`config.mk`:
```
export PLATFORM = sky130hd
export DESIGN_NAME = rr_mux_arbiter
export DESIGN_NICKNAME = d
export VERILOG_FILES = /design/src/rtl/rr_mux_arbiter_pkg.sv /design/src/rtl/rr_mux_arbiter_pick.sv /design/src/rtl/rr_mux_arbiter.sv
export SDC_FILE = /design/constraint.sdc
export NUM_CORES = 1
export LEC_CHECK = 0
export ABC_AREA = 1
export ABC_CLOCK_PERIOD_IN_PS = 2700
export CAP_MARGIN = 10
export CORE_MARGIN = 8
export CORE_UTILIZATION = 44
export CTS_BUF_LIST = sky130_fd_sc_hd__clkbuf_2 sky130_fd_sc_hd__clkbuf_4 sky130_fd_sc_hd__clkbuf_8
export DETAILED_ROUTE_END_ITERATION = 6
export GPL_TIMING_DRIVEN = 0
export PLACE_DENSITY = 0.9
export SETUP_SLACK_MARGIN = 0.1
export SYNTH_ARGS = -nofsm -noshare
export SYNTH_HDL_FRONTEND = slang
export SYNTH_SLANG_ARGS = --single-unit
```
`constraint.sdc`:
```
create_clock -name clk -period 2.7 [get_ports clk]
set_input_delay 0.27 -clock clk [delete_from_list [all_inputs] [get_ports clk]]
set_output_delay 0.27 -clock clk [all_outputs]
set_load 0.03 [all_outputs]
```
`src/rtl/rr_mux_arbiter_pkg.sv`:
```
// Shared types and helpers for the round-robin packet mux arbiter.
package rr_mux_arbiter_pkg;

  typedef enum logic {
    IDLE = 1'b0,
    BUSY = 1'b1
  } arb_state_e;

  // Wrapping increment of a requester index within [0, n).
  function automatic int unsigned next_idx(input int unsigned idx, input int unsigned n);
    return (idx + 32'd1 >= n) ? 32'd0 : idx + 32'd1;
  endfunction

endpackage

```
`src/rtl/rr_mux_arbiter_pick.sv`:
```
// Round-robin picker: first set request at or after ptr, wrapping at NUM_REQ-1.
module rr_pick #(
  parameter int unsigned NUM_REQ = 4,
  parameter int unsigned IDX_W   = (NUM_REQ > 1) ? $clog2(NUM_REQ) : 1
) (
  input  logic [NUM_REQ-1:0] req,
  input  logic [IDX_W-1:0]   ptr,
  output logic               found,
  output logic [IDX_W-1:0]   idx
);

  logic [NUM_REQ-1:0] rot;
  int unsigned        off;
  int unsigned        sum;

  // Rotate so ptr lands at bit 0, take the lowest set bit, then rotate back.
  always_comb begin
    rot   = NUM_REQ'({req, req} >> ptr);
    found = 1'b0;
    off   = 32'd0;
    for (int unsigned i = 0; i < NUM_REQ; i++) begin
      if (!found && rot[i]) begin
        found = 1'b1;
        off   = i;
      end
    end
    sum = 32'(ptr) + off;
    if (sum >= NUM_REQ) sum = sum - NUM_REQ;
    idx = IDX_W'(sum);
  end

endmodule

```
`src/rtl/rr_mux_arbiter.sv`:
```
// Round-robin arbiter that owns an N:1 beat mux for whole packets and drives
// a single registered valid/ready output stage.
module rr_mux_arbiter #(
  parameter  int unsigned NUM_REQ = 4,
  parameter  int unsigned DATA_W  = 8,
  localparam int unsigned IDX_W   = (NUM_REQ > 1) ? $clog2(NUM_REQ) : 1
) (
  input  logic                      clk,
  input  logic                      rst_n,
  input  logic [NUM_REQ-1:0]        req_valid,
  input  logic [NUM_REQ*DATA_W-1:0] req_data,
  input  logic [NUM_REQ-1:0]        req_last,
  output logic [NUM_REQ-1:0]        req_ready,
  output logic                      out_valid,
  output logic [DATA_W-1:0]         out_data,
  output logic                      out_last,
  input  logic                      out_ready,
  output logic                      grant_valid,
  output logic [IDX_W-1:0]          grant_idx
);

  import rr_mux_arbiter_pkg::*;

  arb_state_e        state_q, state_d;
  logic [IDX_W-1:0]  ptr_q, ptr_d;
  logic [IDX_W-1:0]  grant_idx_q, grant_idx_d;
  logic              grant_valid_q, grant_valid_d;
  logic              out_valid_q, out_valid_d;
  logic              out_last_q, out_last_d;
  logic [DATA_W-1:0] out_data_q, out_data_d;

  logic [DATA_W-1:0] beat [NUM_REQ];
  logic              pick_found;
  logic [IDX_W-1:0]  pick_idx;
  logic              accept_en;

  always_comb begin
    for (int unsigned i = 0; i < NUM_REQ; i++) begin
      beat[i] = req_data[i*DATA_W +: DATA_W];
    end
  end

  rr_pick #(
    .NUM_REQ (NUM_REQ),
    .IDX_W   (IDX_W)
  ) u_pick (
    .req   (req_valid),
    .ptr   (ptr_q),
    .found (pick_found),
    .idx   (pick_idx)
  );

  // Arbitration FSM, grant-owner handshake and output stage next-state.
  always_comb begin
    state_d       = state_q;
    ptr_d         = ptr_q;
    grant_idx_d   = grant_idx_q;
    grant_valid_d = grant_valid_q;
    out_valid_d   = out_valid_q;
    out_data_d    = out_data_q;
    out_last_d    = out_last_q;
    req_ready     = '0;
    accept_en     = !out_valid_q || out_ready;

    if (out_valid_q && out_ready) out_valid_d = 1'b0;

    case (state_q)
      IDLE: begin
        if (pick_found) begin
          grant_idx_d   = pick_idx;
          grant_valid_d = 1'b1;
          state_d       = BUSY;
        end
      end
      BUSY: begin
        req_ready[grant_idx_q] = accept_en;
        if (req_valid[grant_idx_q] && accept_en) begin
          out_valid_d = 1'b1;
          out_data_d  = beat[grant_idx_q];
          out_last_d  = req_last[grant_idx_q];
          // Last beat accepted: release the mux and advance fairness pointer.
          if (req_last[grant_idx_q]) begin
            state_d       = IDLE;
            grant_valid_d = 1'b0;
            ptr_d         = IDX_W'(next_idx(32'(grant_idx_q), NUM_REQ));
          end
        end
      end
      default: state_d = IDLE;
    endcase
  end

  always_ff @(posedge clk or negedge rst_n) begin
    if (!rst_n) begin
      state_q       <= IDLE;
      ptr_q         <= '0;
      grant_idx_q   <= '0;
      grant_valid_q <= 1'b0;
      out_valid_q   <= 1'b0;
      out_data_q    <= '0;
      out_last_q    <= 1'b0;
    end else begin
      state_q       <= state_d;
      ptr_q         <= ptr_d;
      grant_idx_q   <= grant_idx_d;
      grant_valid_q <= grant_valid_d;
      out_valid_q   <= out_valid_d;
      out_data_q    <= out_data_d;
      out_last_q    <= out_last_d;
    end
  end

  assign out_valid   = out_valid_q;
  assign out_data    = out_data_q;
  assign out_last    = out_last_q;
  assign grant_valid = grant_valid_q;
  assign grant_idx   = grant_idx_q;

  a_ready_onehot0 : assert property (@(posedge clk) disable iff (!rst_n) $onehot0(req_ready));
  a_out_stable    : assert property (@(posedge clk) disable iff (!rst_n)
                                     (out_valid_q && !out_ready) |=> $stable(out_data_q));
  a_grant_range   : assert property (@(posedge clk) disable iff (!rst_n) 32'(grant_idx_q) < NUM_REQ);

endmodule

```
==> summary.md, run 1 <==
| Metric | Value |
|---|---|
| Status | completed |
| Max Clk Rate | 429.2 MHz |
| Pwr/cell area | about 1100 nW/um^2 |
| Period minus WS final | 2.330 ns |
| Critical path's top delay family | buffers and inverters |
| Storage cell area | 400.4 sq um |
| CORE AREA | approximately 2500 sq um |
| Final Routed Wirelength | 3.575 mm |
| Grt total ovfl | 0 |
| Mean routed wirelength per cell | 13.44 microns |
| Top cells by area, synth | dfrtp_1 34%, nand2_1 17%, nor2_1 8.3% |
| Cts repair resizes | 0 |
| Global Route Usage Sum | 16.53% |
| RSZ-0062 raised after global routing | false |
| Crit path capture type | output port |
| Core Util, Final | about three quarters |
| Setup tns final | 0 ns |
| Worst Hold Class | in -> async |
| Reg2reg setup slack | 0.78 ns |
| Crit path cell chain | inv_1 -> clkbuf_2 -> ha_1 -> inv_1 -> nor2_1 -> clkdlybuf4s50_1 |
| Synthesis Warnings | 0 |
| Critical Path RT | 2.43 ns |
| Yosys reg bits | 16 |
| Worst-case clock buffer depth | 2 |
| Total Power | 2.080 mW |
| Largest net degree at the start of global routing | 17 |
| Root Buffer Master | clkbuf_4 |
| Total vias in the final route | 1336 |
| Library cells used by synthesis | 23 |
| Hold-fix buffers, CTS | 0 |
| DRC Markers | 0 |
| 1st-iter DRT viols | 50 |
| Commonest non-fill, non-tap cells in the layout | 57 x clkdlybuf4s50_1, 53 x nand2_1, 26 x nor2_1 |
| Area taken by multi-input logic gates | 669.4 sq um |
| 1st-pass router iterations | 4 |
| WP depth | 6 |
| Die width | 67.62 microns |
| Vias/cell | 5.023 |
| Clock transition at path regs | 0.09 ns |
| Avg Cell Area, Syn | 6.738 sq um |
| Cells after DPL | roughly 260 |
| Initial antenna violation count | 0 |
| Initial Util | 46.90% |
| Number of global-route vias before repair | 1362 |
| First-pass GRT wire length | 5.823 mm |
| Fin crit share | 86.28% |
| Worst Path Buf+Inv | 4 |
| Clock latency on the worst-skew pair | between 0.2 and 0.3 ns |
| CTS H-tree lvls | 1 |
| RePlAce Congestion | 0.8584 |
| Setup CP Type | reg -> out |
| Hpwl dp | approximately 3 mm |
| FF-to-FF End | grant_idx[1] |
| Crit-path max FO | 11 |
| Area growth syn-to-layout | 56.03% |
| Finished Layout Cells | 266 |
| Top cell type's share of synthesized area | 34.15% |
| Commonest non-fill, non-tap cell in the layout | clkdlybuf4s50_1 |
| Worst Skew | 0.001136 ns |
| Area leader, netlist | dfrtp_1 |
| Most frequent CP cell | inv_1 |
| Sinks on Clock Net | 16 |
| Row count | 18 |
| TritonCTS Buffers | 3 |
| Leak | 0.8931 nW |
| Post-CTS setup buffer count | 0 |
| CP Data Arrival Time | slightly above 2 ns |
| Maximum VDD drop | 0.8379 mV |
| Share of cells above drive strength 1 | 8.898% |
| Filler cells | 210 |
| Worst slew pin tran | 0.6935 ns |
| Setup violators final | 0 |
| Final Max Slew Viols | 0 |
| Net Count, Synth | 222 |
| MaxCap Viol Count | 0 |
| CTS tree | done |
| Crit-path max cell delay | approximately 0.7 ns |
| Worst R2R Start | ptr_q[1] |
| Relative slew margins | 53.62% |
| Die ar. | around 4600 sq um |
| Worst reg2reg path depth | 14 |
| Mapped Cells | 174 |
| Crit start category | flip-flop |
| # nets final | 286 |
| Netlist Area Pre-Place | 1172 sq um |
| Ant diodes | 0 |
| Antenna Nets Post-Route | 0 |
| Final hold violations | 0 |
| Port-buffer cells | 59 |
| Height of the die | 67.62 microns |
| CP max stage cell | clkdlybuf4s50_1 |
| Ports | 60 |
| Post-synthesis sequential area ratio | 34.15% |
==> per-stage QoR <==
step,instance area (sq um),hold slack [ns],setup WS (ns)
2_1_floorplan,1172,-0.02559,0.8000
3_3_place_gp,1800,0.4545,0.4295
3_5_place_dp,1800,0.4608,0.4480
4_1_cts,1823,0.4248,0.1256
5_1_grt,1829,0.4549,0.2556
6_report,1829,0.3992,0.3703
==> report_power, final <==
group | switching, mW | total [mW] | internal (mW) | leakage (nW)
logic | 0.921 | 1.52 | 0.597 | 0.686
registers | 0.0800 | 0.439 | 0.359 | 0.193
clock network | 0.0713 | 0.123 | 0.0518 | 0.0138
==> layer usage <==
| layer | global-route usage, % | wire length [microns] | up-vias |
|---|---|---|---|
| met1 | 16.46 | 1384 | 588 |
| met5 | 0 | 0 | - |
| met4 | 5.483 | 57 | 0 |
| li1 | - | - | 688 |
| met2 | 28.40 | 1705 | 54 |
| met3 | 9.437 | 428 | 6 |
==> worst reg2reg max path: stages, from the launching register on <==
cell and delay (ns):
dfrtp_1 0.37, buf_2 0.16, inv_1 0.13, nand3_1 0.09
nand2_1 0.09, nand3_1 0.07, a21boi_0 0.17, ha_1 0.19
xor2_1 0.17, nand3b_1 0.12, nand2_1 0.06, inv_1 0.05
nand2_1 0.05, nand2_1 0.07, inv_1 0.04
==> cell type report <==
| cell class | count | area share [%] |
|---|---|---|
| multi-input cells | 136 | 36.59 |
| repair buffers | 59 | 32.56 |
| flip-flops and latches | 16 | 21.89 |
| inverters | 14 | 2.873 |
| plain buffers | 8 | 2.804 |
| well taps | 30 | 2.052 |
| clock buffers | 3 | 1.231 |
==> logic make-up (layout without fill, tap and decap cells) <==
| kind of cell | Yosys count | after routing | share of synthesized area [%] |
|---|---|---|---|
| buffers and inverters | 22 | 84 | 8.751 |
| DFF | 16 | 16 | 34.15 |
| AOI/OAI and AO/OA | 35 | 35 | 18.14 |
| adders and majority gates | 5 | 5 | 5.336 |
| and+or+nand+nor | 95 | 95 | 32.87 |
| xor gates and xnor gates | 1 | 1 | 0.7472 |
==> cell usage after synthesis, drive strengths merged <==
| cell type | instances |
|---|---|
| nand2 | 55 |
| nor2 | 29 |
| o21ai | 23 |
| dfrtp | 16 |
| inv | 14 |
| nand3 | 10 |
| o22ai | 9 |
| buf | 7 |
| ha | 5 |
| a21boi | 1 |
| a21oi | 1 |
| a22oi | 1 |
| clkbuf | 1 |
| nand3b | 1 |
| xor2 | 1 |
==> how the worst max path moves through the flow <==
stage	start	endpoint	slack [ns]
CTS	grant_idx[0]	req_ready[0]	0.13
detailed placement	grant_idx[0]	req_ready[0]	0.45
floorplan	grant_idx[0]	req_ready[2]	0.80
global placement	grant_idx[0]	req_ready[0]	0.43
global route	grant_idx[1]	req_ready[1]	0.26
finish	grant_idx[1]	req_ready[1]	0.37
==> sequential cells by signal, summed over array words and instances, names as in the netlist <==
signal / count
out_valid: 1
out_last: 1
state_q: 1
grant_idx: 2
out_data: 8
grant_valid: 1
ptr_q: 2
Note: power is estimated with default switching activity, not from simulation.
==> run 2: changes to the inputs <==
--- a/config.mk
+++ b/config.mk
@@ -7,7 +7,6 @@
 export LEC_CHECK = 0
 export ABC_AREA = 1
 export ABC_CLOCK_PERIOD_IN_PS = 2700
-export CAP_MARGIN = 10
 export CORE_MARGIN = 8
 export CORE_UTILIZATION = 44
 export CTS_BUF_LIST = sky130_fd_sc_hd__clkbuf_2 sky130_fd_sc_hd__clkbuf_4 sky130_fd_sc_hd__clkbuf_8
==> results of run 2 <==
Same layout as run 1: the final DEF is identical, and so are final timing and power.
